===== src/rtl/poly_addr_seq.sv =====
// Butterfly address sequencer: read pairs, twiddle index and delayed write pairs for NTT/INVNTT/MULT/ADDSUB.
// Latency: first rd_en one cycle after accept; wr pair follows its rd pair by PIPE_DEPTH unstalled cycles.
// Backpressure: stall freezes counters, FSM and write pipeline; both enables drop, addresses hold.
module poly_addr_seq #(
    parameter int LOGN       = 8,
    parameter int STAGES     = 7,
    parameter int PIPE_DEPTH = 4
) (
    input  logic            clk,
    input  logic            rst,
    input  logic            start,
    input  logic [1:0]      mode,
    input  logic            stall,
    output logic            busy,
    output logic            done,
    output logic            rd_en,
    output logic [LOGN-1:0] rd_addr_a,
    output logic [LOGN-1:0] rd_addr_b,
    output logic [LOGN-2:0] tw_addr,
    output logic            tw_neg,
    output logic            wr_en,
    output logic [LOGN-1:0] wr_addr_a,
    output logic [LOGN-1:0] wr_addr_b,
    output logic [2:0]      stage
);

    localparam int KW  = $clog2(LOGN) + 2;
    localparam int DW  = (PIPE_DEPTH > 1) ? $clog2(PIPE_DEPTH) : 1;
    localparam int TWW = LOGN - 1;

    localparam logic [LOGN-1:0] ONE_N = LOGN'(1);
    localparam logic [TWW-1:0]  ONE_T = TWW'(1);
    localparam logic [TWW-1:0]  TW_Q  = TWW'(1 << (LOGN - 2));

    typedef enum logic [2:0] {
        S_IDLE,
        S_ISSUE,
        S_DRAIN,
        S_FLUSH,
        S_FIN
    } state_t;

    typedef enum logic [1:0] {
        M_NTT    = 2'd0,
        M_INTT   = 2'd1,
        M_MULT   = 2'd2,
        M_ADDSUB = 2'd3
    } mode_t;

    typedef struct packed {
        logic            vld;
        logic [LOGN-1:0] a;
        logic [LOGN-1:0] b;
    } wr_ent_t;

    state_t          state_q, state_d;
    mode_t           mode_q, mode_d;
    logic [LOGN-1:0] b_q, b_d;
    logic [2:0]      stage_q, stage_d;
    logic [DW-1:0]   dcnt_q, dcnt_d;
    logic            busy_d, done_d;
    logic            issue;

    wr_ent_t         pipe_q [PIPE_DEPTH];
    logic            pipe_empty;

    logic [LOGN-1:0] b_last;
    logic            multi_stage;
    logic            last_stage;

    assign b_last      = (mode_q == M_ADDSUB) ? {LOGN{1'b1}} : {1'b0, {(LOGN-1){1'b1}}};
    assign multi_stage = (mode_q == M_NTT) || (mode_q == M_INTT);
    assign last_stage  = (stage_q == 3'(STAGES - 1));

    always_comb begin
        pipe_empty = 1'b1;
        for (int i = 0; i < PIPE_DEPTH; i++) begin
            if (pipe_q[i].vld) pipe_empty = 1'b0;
        end
    end

    // ------------------------------------------------------------------
    // Control FSM
    // ------------------------------------------------------------------
    always_ff @(posedge clk or negedge rst) begin
        if (!rst) begin
            state_q <= S_IDLE;
            mode_q  <= M_NTT;
            b_q     <= '0;
            stage_q <= '0;
            dcnt_q  <= '0;
            busy    <= 1'b0;
            done    <= 1'b0;
        end else begin
            state_q <= state_d;
            mode_q  <= mode_d;
            b_q     <= b_d;
            stage_q <= stage_d;
            dcnt_q  <= dcnt_d;
            busy    <= busy_d;
            done    <= done_d;
        end
    end

    always_comb begin
        state_d = state_q;
        mode_d  = mode_q;
        b_d     = b_q;
        stage_d = stage_q;
        dcnt_d  = dcnt_q;
        busy_d  = busy_q_hold();
        done_d  = 1'b0;
        issue   = 1'b0;
        case (state_q)
            S_IDLE: begin
                if (start) begin
                    state_d = S_ISSUE;
                    mode_d  = mode_t'(mode);
                    b_d     = '0;
                    stage_d = '0;
                    dcnt_d  = '0;
                    busy_d  = 1'b1;
                end
            end
            S_ISSUE: begin
                if (!stall) begin
                    issue = 1'b1;
                    if (b_q == b_last) begin
                        b_d = '0;
                        if (multi_stage && !last_stage) begin
                            state_d = S_DRAIN;
                            dcnt_d  = '0;
                        end else begin
                            state_d = S_FLUSH;
                        end
                    end else begin
                        b_d = b_q + ONE_N;
                    end
                end
            end
            S_DRAIN: begin
                // bubbles let the last writes of this stage land before the next stage reads
                if (!stall) begin
                    if (dcnt_q == DW'(PIPE_DEPTH - 1)) begin
                        dcnt_d  = '0;
                        stage_d = stage_q + 3'd1;
                        state_d = S_ISSUE;
                    end else begin
                        dcnt_d = dcnt_q + DW'(1);
                    end
                end
            end
            S_FLUSH: begin
                if (!stall && pipe_empty) begin
                    state_d = S_FIN;
                    done_d  = 1'b1;
                end
            end
            S_FIN: begin
                state_d = S_IDLE;
                busy_d  = 1'b0;
            end
            default: begin
                state_d = S_IDLE;
                busy_d  = 1'b0;
            end
        endcase
    end

    function automatic logic busy_q_hold();
        return busy;
    endfunction

    // ------------------------------------------------------------------
    // Address generation for the pair selected by (mode, stage, b)
    // ------------------------------------------------------------------
    logic [KW-1:0]   k;
    logic [LOGN-1:0] span;
    logic [LOGN-1:0] lo_mask;
    logic [LOGN-1:0] g_full;
    logic [LOGN-1:0] bf_a;
    logic [LOGN-1:0] bf_b;
    logic [TWW-1:0]  tw_ntt;
    logic [TWW-1:0]  tw_intt;
    logic [LOGN-1:0] issue_a;
    logic [LOGN-1:0] issue_b;
    logic [TWW-1:0]  issue_tw;
    logic            issue_neg;

    always_comb begin
        if (mode_q == M_INTT) begin
            k = KW'(LOGN - STAGES) + KW'(stage_q);
        end else begin
            k = KW'(LOGN - 1) - KW'(stage_q);
        end
        span    = ONE_N << k;
        lo_mask = span - ONE_N;
        g_full  = b_q >> k;
        // a = g*2*len + o: a zero bit inserted into b at position log2(len)
        bf_a    = ((g_full << 1) << k) | (b_q & lo_mask);
        bf_b    = bf_a | span;
        tw_ntt  = (ONE_T << stage_q) + g_full[TWW-1:0];
        // N/len may be 2^(LOGN-1), which wraps to 0 here; the difference is still exact mod 2^(LOGN-1)
        tw_intt = (ONE_T << (KW'(LOGN) - k)) - ONE_T - g_full[TWW-1:0];
    end

    always_comb begin
        issue_a   = b_q;
        issue_b   = b_q;
        issue_tw  = '0;
        issue_neg = 1'b0;
        case (mode_q)
            M_NTT: begin
                issue_a  = bf_a;
                issue_b  = bf_b;
                issue_tw = tw_ntt;
            end
            M_INTT: begin
                issue_a  = bf_a;
                issue_b  = bf_b;
                issue_tw = tw_intt;
            end
            M_MULT: begin
                issue_a   = {b_q[LOGN-2:0], 1'b0};
                issue_b   = {b_q[LOGN-2:0], 1'b1};
                issue_tw  = TW_Q + b_q[LOGN-1:1];
                issue_neg = b_q[0];
            end
            default: begin
                issue_a  = b_q;
                issue_b  = b_q;
                issue_tw = '0;
            end
        endcase
    end

    // ------------------------------------------------------------------
    // Registered read outputs and write-back delay line
    // ------------------------------------------------------------------
    always_ff @(posedge clk or negedge rst) begin
        if (!rst) begin
            rd_en     <= 1'b0;
            rd_addr_a <= '0;
            rd_addr_b <= '0;
            tw_addr   <= '0;
            tw_neg    <= 1'b0;
            wr_en     <= 1'b0;
            wr_addr_a <= '0;
            wr_addr_b <= '0;
            for (int i = 0; i < PIPE_DEPTH; i++) begin
                pipe_q[i] <= '0;
            end
        end else if (stall) begin
            rd_en <= 1'b0;
            wr_en <= 1'b0;
        end else begin
            rd_en <= issue;
            if (issue) begin
                rd_addr_a <= issue_a;
                rd_addr_b <= issue_b;
                tw_addr   <= issue_tw;
                tw_neg    <= issue_neg;
            end
            pipe_q[0] <= {issue, issue_a, issue_b};
            for (int i = 1; i < PIPE_DEPTH; i++) begin
                pipe_q[i] <= pipe_q[i-1];
            end
            wr_en <= pipe_q[PIPE_DEPTH-1].vld;
            if (pipe_q[PIPE_DEPTH-1].vld) begin
                wr_addr_a <= pipe_q[PIPE_DEPTH-1].a;
                wr_addr_b <= pipe_q[PIPE_DEPTH-1].b;
            end
        end
    end

    assign stage = stage_q;

endmodule

===== config.mk =====
export PLATFORM = sky130hd
export DESIGN_NAME = poly_addr_seq
export DESIGN_NICKNAME = d
export VERILOG_FILES = /design/src/rtl/poly_addr_seq.sv
export SDC_FILE = /design/constraint.sdc
export NUM_CORES = 1
export LEC_CHECK = 0
export CORE_MARGIN = 3
export CORE_UTILIZATION = 64
export DETAILED_ROUTE_END_ITERATION = 16
export HOLD_SLACK_MARGIN = 0.08
export PLACE_DENSITY = 0.95
export RECOVER_POWER = 50
export SYNTH_ARGS = -nofsm -noshare
export SYNTH_HDL_FRONTEND = slang
export SYNTH_SLANG_ARGS = --single-unit
export TNS_END_PERCENT = 10

===== constraint.sdc =====
create_clock -name clk -period 9 [get_ports clk]
set_input_delay 0.9 -clock clk [delete_from_list [all_inputs] [get_ports clk]]
set_output_delay 0.9 -clock clk [all_outputs]
set_load 0.05 [all_outputs]

* Yosys cells after proc, flatten, opt, wreduce, memory -nomap -nowiden *
Index checks and enable logic that the tools add are counted.

storage, ports and cells
  register bits = 130
  input bits = 6
  word-level logic and storage cells = 125

operators by class
  add/sub/neg operators = 11
  equal/unequal tests = 16
  shift-type cells = 5
  multiplexer cells = 41
  bitwise operators = 5
  reduce and logical (&&, ||, !) cells = 20

operator list
  operator             count
  $pmux 8 s2           3
  $mux 8               4
  $mux 3               9
  $pmux 7 s3           1
  $or 8x8->8           2
  $ne 2x2->1 const B   7
  $mux 1               13
  $mux 2               6
  $pmux 3 s4           1
  $reduce_and 6->1     2
  $add 8x1->8 const B  1
  $and 8x8->8          1
  $eq 8x8->1           1
  $reduce_and 2->1     4
  $shl 1x5->8 const A  1
  $shl 8x5->8          1
  $shr 8x5->7          1
  $sub 8x1->8 const B  1
  $add 7x7->7          1
  $add 7x7->7 const A  1
  $shl 1x3->7 const A  1
  $shl 1x5->7 const A  1
  $sub 7x1->7 const B  1
  $sub 7x7->7          1
  26 further kinds     33

* Longest topological paths before layout *
  word-level depth = 8
  mapped depth = 18
  depth with buffers taken out = 18

* Least setup slack after synthesis *
Ideal clock, no wire load.

  path type = flip-flop to flip-flop
  start point = register stage_q[0], in the netlist stage[0]
  end point = register tw_addr[6]
  setup time = 0.141 ns
  arrival time = 4.124 ns
  setup slack = 4.734 ns
  stages on the path, launching flop included = 17
  cells stage by stage = dfrtp_1 inv_1 clkbuf_1 ha_1 or3b_4 o21ai_2 clkbuf_1 a31o_2 nand3_1 and2_1 fa_1 nand2b_1 a21oi_1 o21ai_0 and4_1 o21ai_0 o311ai_1

between the ends
  word-level cells in the longest chain between the ends = 7
  elaborated cells on any way between the ends = 11

RTL lines
  what                                               line      RTL
  start, declared                                    59        logic [2:0] stage_q, stage_d;
  start signal, assigned                             98        stage_q <= stage_d;
  $sub 3x3->4 / $add 1x3->4 (equally long branches)  194, 192
  $mux 5                                             191       if (mode_q == M_INTT) begin
  $sub 4x5->5                                        204       tw_intt = (ONE_T << (KW'(LOGN) - k)) - ONE_T - g_full[TWW-1:0];
  $shl 1x5->7                                        204
  $sub 7x1->7                                        204
  $sub 7x7->7                                        204
  $pmux 7 s3 (*)                                     212       case (mode_q)
  end signal, assigned                               261       tw_addr <= issue_tw;
  end, declared                                      19        output logic [LOGN-2:0] tw_addr,

Every way passes the cells marked *; elsewhere a longest branch is shown, timed or not.
A chain may end at the register's enable or synchronous reset.

* Worst setup path after layout *
  start point = input stall
  end point = register tw_addr[6]

between the ends
  word-level cells in the longest chain between the ends = 3
  elaborated cells on any way between the ends = 4

RTL lines
  what                                   line  RTL
  start, declared                        13    input logic stall,
  $mux 1                                 126   if (!stall) begin
  $mux 1                                 114   case (state_q)
  $reduce_and 2->1 (no source line) (*)  n/a

Marked as above.

==> results.py <==
metrics = {
    "status": {
        "status": "finished with violations",
        "violations": "capacitance limit, slew limit",
    },
    "floorplan": {
        "start_util": 0.673,
        "core_um2": 10600,
        "dieArea_um2": 12400,
        "dieHeight_um": 111,
        "ios": 53,
        "rows": 37,
        "fp.dieW_um": 111,
    },
    "worst_setup_path": {
        "worstPathMaxFanout": 73,
        "ff2ff_setup_slack_ps": 4110,
        "cp_data_required_time_ps": 9390,
        "end_kind": "flop",
        "cp.arrival_ps": 6910,
        "critPathKind": "input port to flop",
        "start_kind": "input port",
    },
    "clocking": {
        "hold_buffers": 0,
        "cts_sinks": 130,
        "clockBufferDepth": 2,
        "tritoncts": "built",
        "cts_made_buffers": 17,
        "htreeDepth": 4,
        "clock_latency_ps": 530,
        "post_cts_resize_count": 0,
        "path_clk_slew_ps": 60,
        "root_buffer": "clkbuf_8",
        "postCtsSetupBuffers": 0,
    },
    "synthesis": {
        "yosys_register_bits": 130,
        "ys_top_cells_by_area": "dfrtp_1 (46%), mux2_2 (11%), nand2_1 (4.5%)",
        "postSynthCellCount": 720,
        "synth-async-reset-ratio": 1.00,
        "syn-cell-area_um2": 7100,
        "synth-main-ff-cell": "dfrtp_1",
        "synth_area_per_cell_um2": 9.87,
        "synth_warnings": 0,
        "synth_nets": 750,
        "yosysMostFrequentCell": "dfrtp_1",
        "ys_seq_area_frac": 0.458,
        "ys_types": 70,
        "ys_top_cells_by_count": "dfrtp_1 (130), nand2_1 (86), mux2_2 (70)",
        "synth_top_area_share": 0.458,
        "yosysTopAreaCell": "dfrtp_1",
        "synth_edf_count": 0,
    },
    "layout": {
        "fillers": 610,
        "drive_above_1_share": 0.160,
        "area_growth_pct": 16.6,
        "multi_input_area_um2": 3560,
        "n_antenna_cell": 0,
        "area.sequential_um2": 3250,
        "final_nets": 780,
    },
    "detailed_routing": {
        "drc": 0,
        "via_per_inst": 6.69,
        "vias": 6016,
        "dr.pass1.iters": 7,
        "wirelength_um": 20400,
        "drtAntennaViolNets": 0,
        "drt-initial-drc-count": 836,
        "wl_per_cell_um": 22.7,
    },
    "timing": {
        "rsz0062_at_grt": "false",
        "min_period_over_period": 0.724,
        "setup_viol": 0,
        "max_freq_mhz": 154,
        "fin_crit_ps": 6510,
        "slew_violations": 119,
        "slew_headroom": -1.39,
        "timing.setup.tns_ps": 0,
        "max_slew.worst_pin.slew_ps": 3590,
        "fin_skew_ps": 5.85,
        "fin_ws_ps": 2490,
        "whs_ps": 474,
        "hold_viol_final": 0,
    },
    "global_routing": {
        "grt_overflow": 0,
        "antenna_found_initial": 0,
        "grt_pass1_vias": 6140,
        "grt_max_degree": 88,
        "grt_pass1_wl_um": 33400,
        "gr-usage-all-layers": 0.341,
    },
    "job": {
        "drv_cap": 2,
    },
    "placement": {
        "pre_cts_ws_ps": 4190,
        "numPortBuffers": 52,
        "dp_hpwl_um": 13200,
        "place.gp.congestion": 0.971,
    },
    "power_and_ir_drop": {
        "powerDensity_nw_per_um2": 383,
        "p_leak_nw": 3.62,
        "p_total_mw": 3.17,
        "peakVddDrop_v": 0.000290,
    },
    "min_path": {
        "hp-class": "flop to flop",
    },
}
-- through the flow --
step / instances / utilization / instance area [um2]
2_1_floorplan: 720 / - / 7100
3_3_place_gp: 867 / 0.725 / 7650
3_5_place_dp: 867 / 0.725 / 7650
4_1_cts: 899 / 0.786 / 8290
5_1_grt: 899 / 0.785 / 8290
6_report: 899 / 0.785 / 8290
-- critical path: stages --
cell,delay (ps)
buf_2,70
clkbuf_1,2510
inv_1,1510
nand3_1,410
buf_4,390
inv_1,480
nor2_1,290
nor3_1,70
o21ai_0,100
o311ai_1,110
-- routing by layer --
metal / wire length (um) / GRT usage / up-vias
li1: - / - / 2663
met1: 8180 / 0.439 / 2932
met2: 9850 / 0.565 / 346
met3: 1570 / 0.0685 / 75
met4: 773 / 0.144 / 0
met5: 0 / 0 / -
-- sequential cells by signal, summed over array words and instances (netlist names), 2 cells and up --
register,cells
b_q,8
dcnt_q,2
mode_q,2
pipe_q,68
rd_addr_a,8
rd_addr_b,8
stage,3
state_q,3
tw_addr,7
wr_addr_a,8
wr_addr_b,8
-- cell families after synthesis --
family                     synth area share
and+or+nand+nor                       0.149
DFF                                   0.458
muxes                                 0.128
AOI/OAI and AO/OA                     0.171
adders and majority gates            0.0444
buffers and inverters                0.0407
xor gates and xnor gates            0.00863
-- placed cells by master (no fill, tap or decap), types with 4 or more instances in the layout --
| cell | synthesis | layout |
|---|---|---|
| mux2_2 | 70 | 67 |
| a21o_1 | 4 | 4 |
| o21ai_0 | 49 | 49 |
| a31oi_1 | 13 | 13 |
| a211oi_1 | 11 | 11 |
| and2_1 | 8 | 8 |
| mux2i_1 | 12 | 12 |
| clkdlybuf4s50_1 | 0 | 49 |
| buf_4 | 0 | 6 |
| o21a_1 | 7 | 7 |
| nor2_1 | 42 | 42 |
| o21ai_1 | 7 | 7 |
| clkbuf_16 | 0 | 16 |
| nand2_1 | 86 | 86 |
| clkbuf_8 | 0 | 5 |
| nand4_1 | 7 | 7 |
| dfrtp_1 | 130 | 130 |
| nand2b_1 | 8 | 8 |
| and3_1 | 9 | 9 |
| ha_1 | 22 | 22 |
| nor4_1 | 5 | 5 |
| o211ai_1 | 14 | 14 |
| inv_1 | 26 | 26 |
| nand3_1 | 15 | 15 |
| nor2b_1 | 8 | 8 |
| o31ai_1 | 12 | 12 |
| a21oi_1 | 24 | 24 |
| bufinv_16 | 0 | 4 |
| xnor2_1 | 6 | 6 |
| nor3_1 | 10 | 10 |
-- cell type report --
cell class / count / share of cell area
clock buffer: 21 / 0.0566
clock inverter: 11 / 0.0208
inverter: 27 / 0.0122
multi-input combinational: 515 / 0.430
sequential: 130 / 0.393
tap: 136 / 0.0205
timing repair buffer: 59 / 0.0674
-- where the power goes --
part	switching [mW]	internal (mW)	total, mW
registers	0.180	0.814	0.994
clock network	0.263	0.482	0.745
logic	0.913	0.518	1.43
total	1.36	1.81	3.17
-- final timing paths --
path / startpoint / endpoint / depth (start not counted)
worst max-delay path: stall / tw_addr[6] / 10
worst min-delay path: tw_addr[4] / tw_addr[4] / 2
worst max register to register: stage[2] / tw_addr[6] / 13
worst min register to register: tw_addr[4] / tw_addr[4] / 2
max in group asynchronous: rst / pipe_q[15] / 2
min in group asynchronous: rst / pipe_q[35] / 1
No activity file was read; power rests on OpenSTA's default activity.
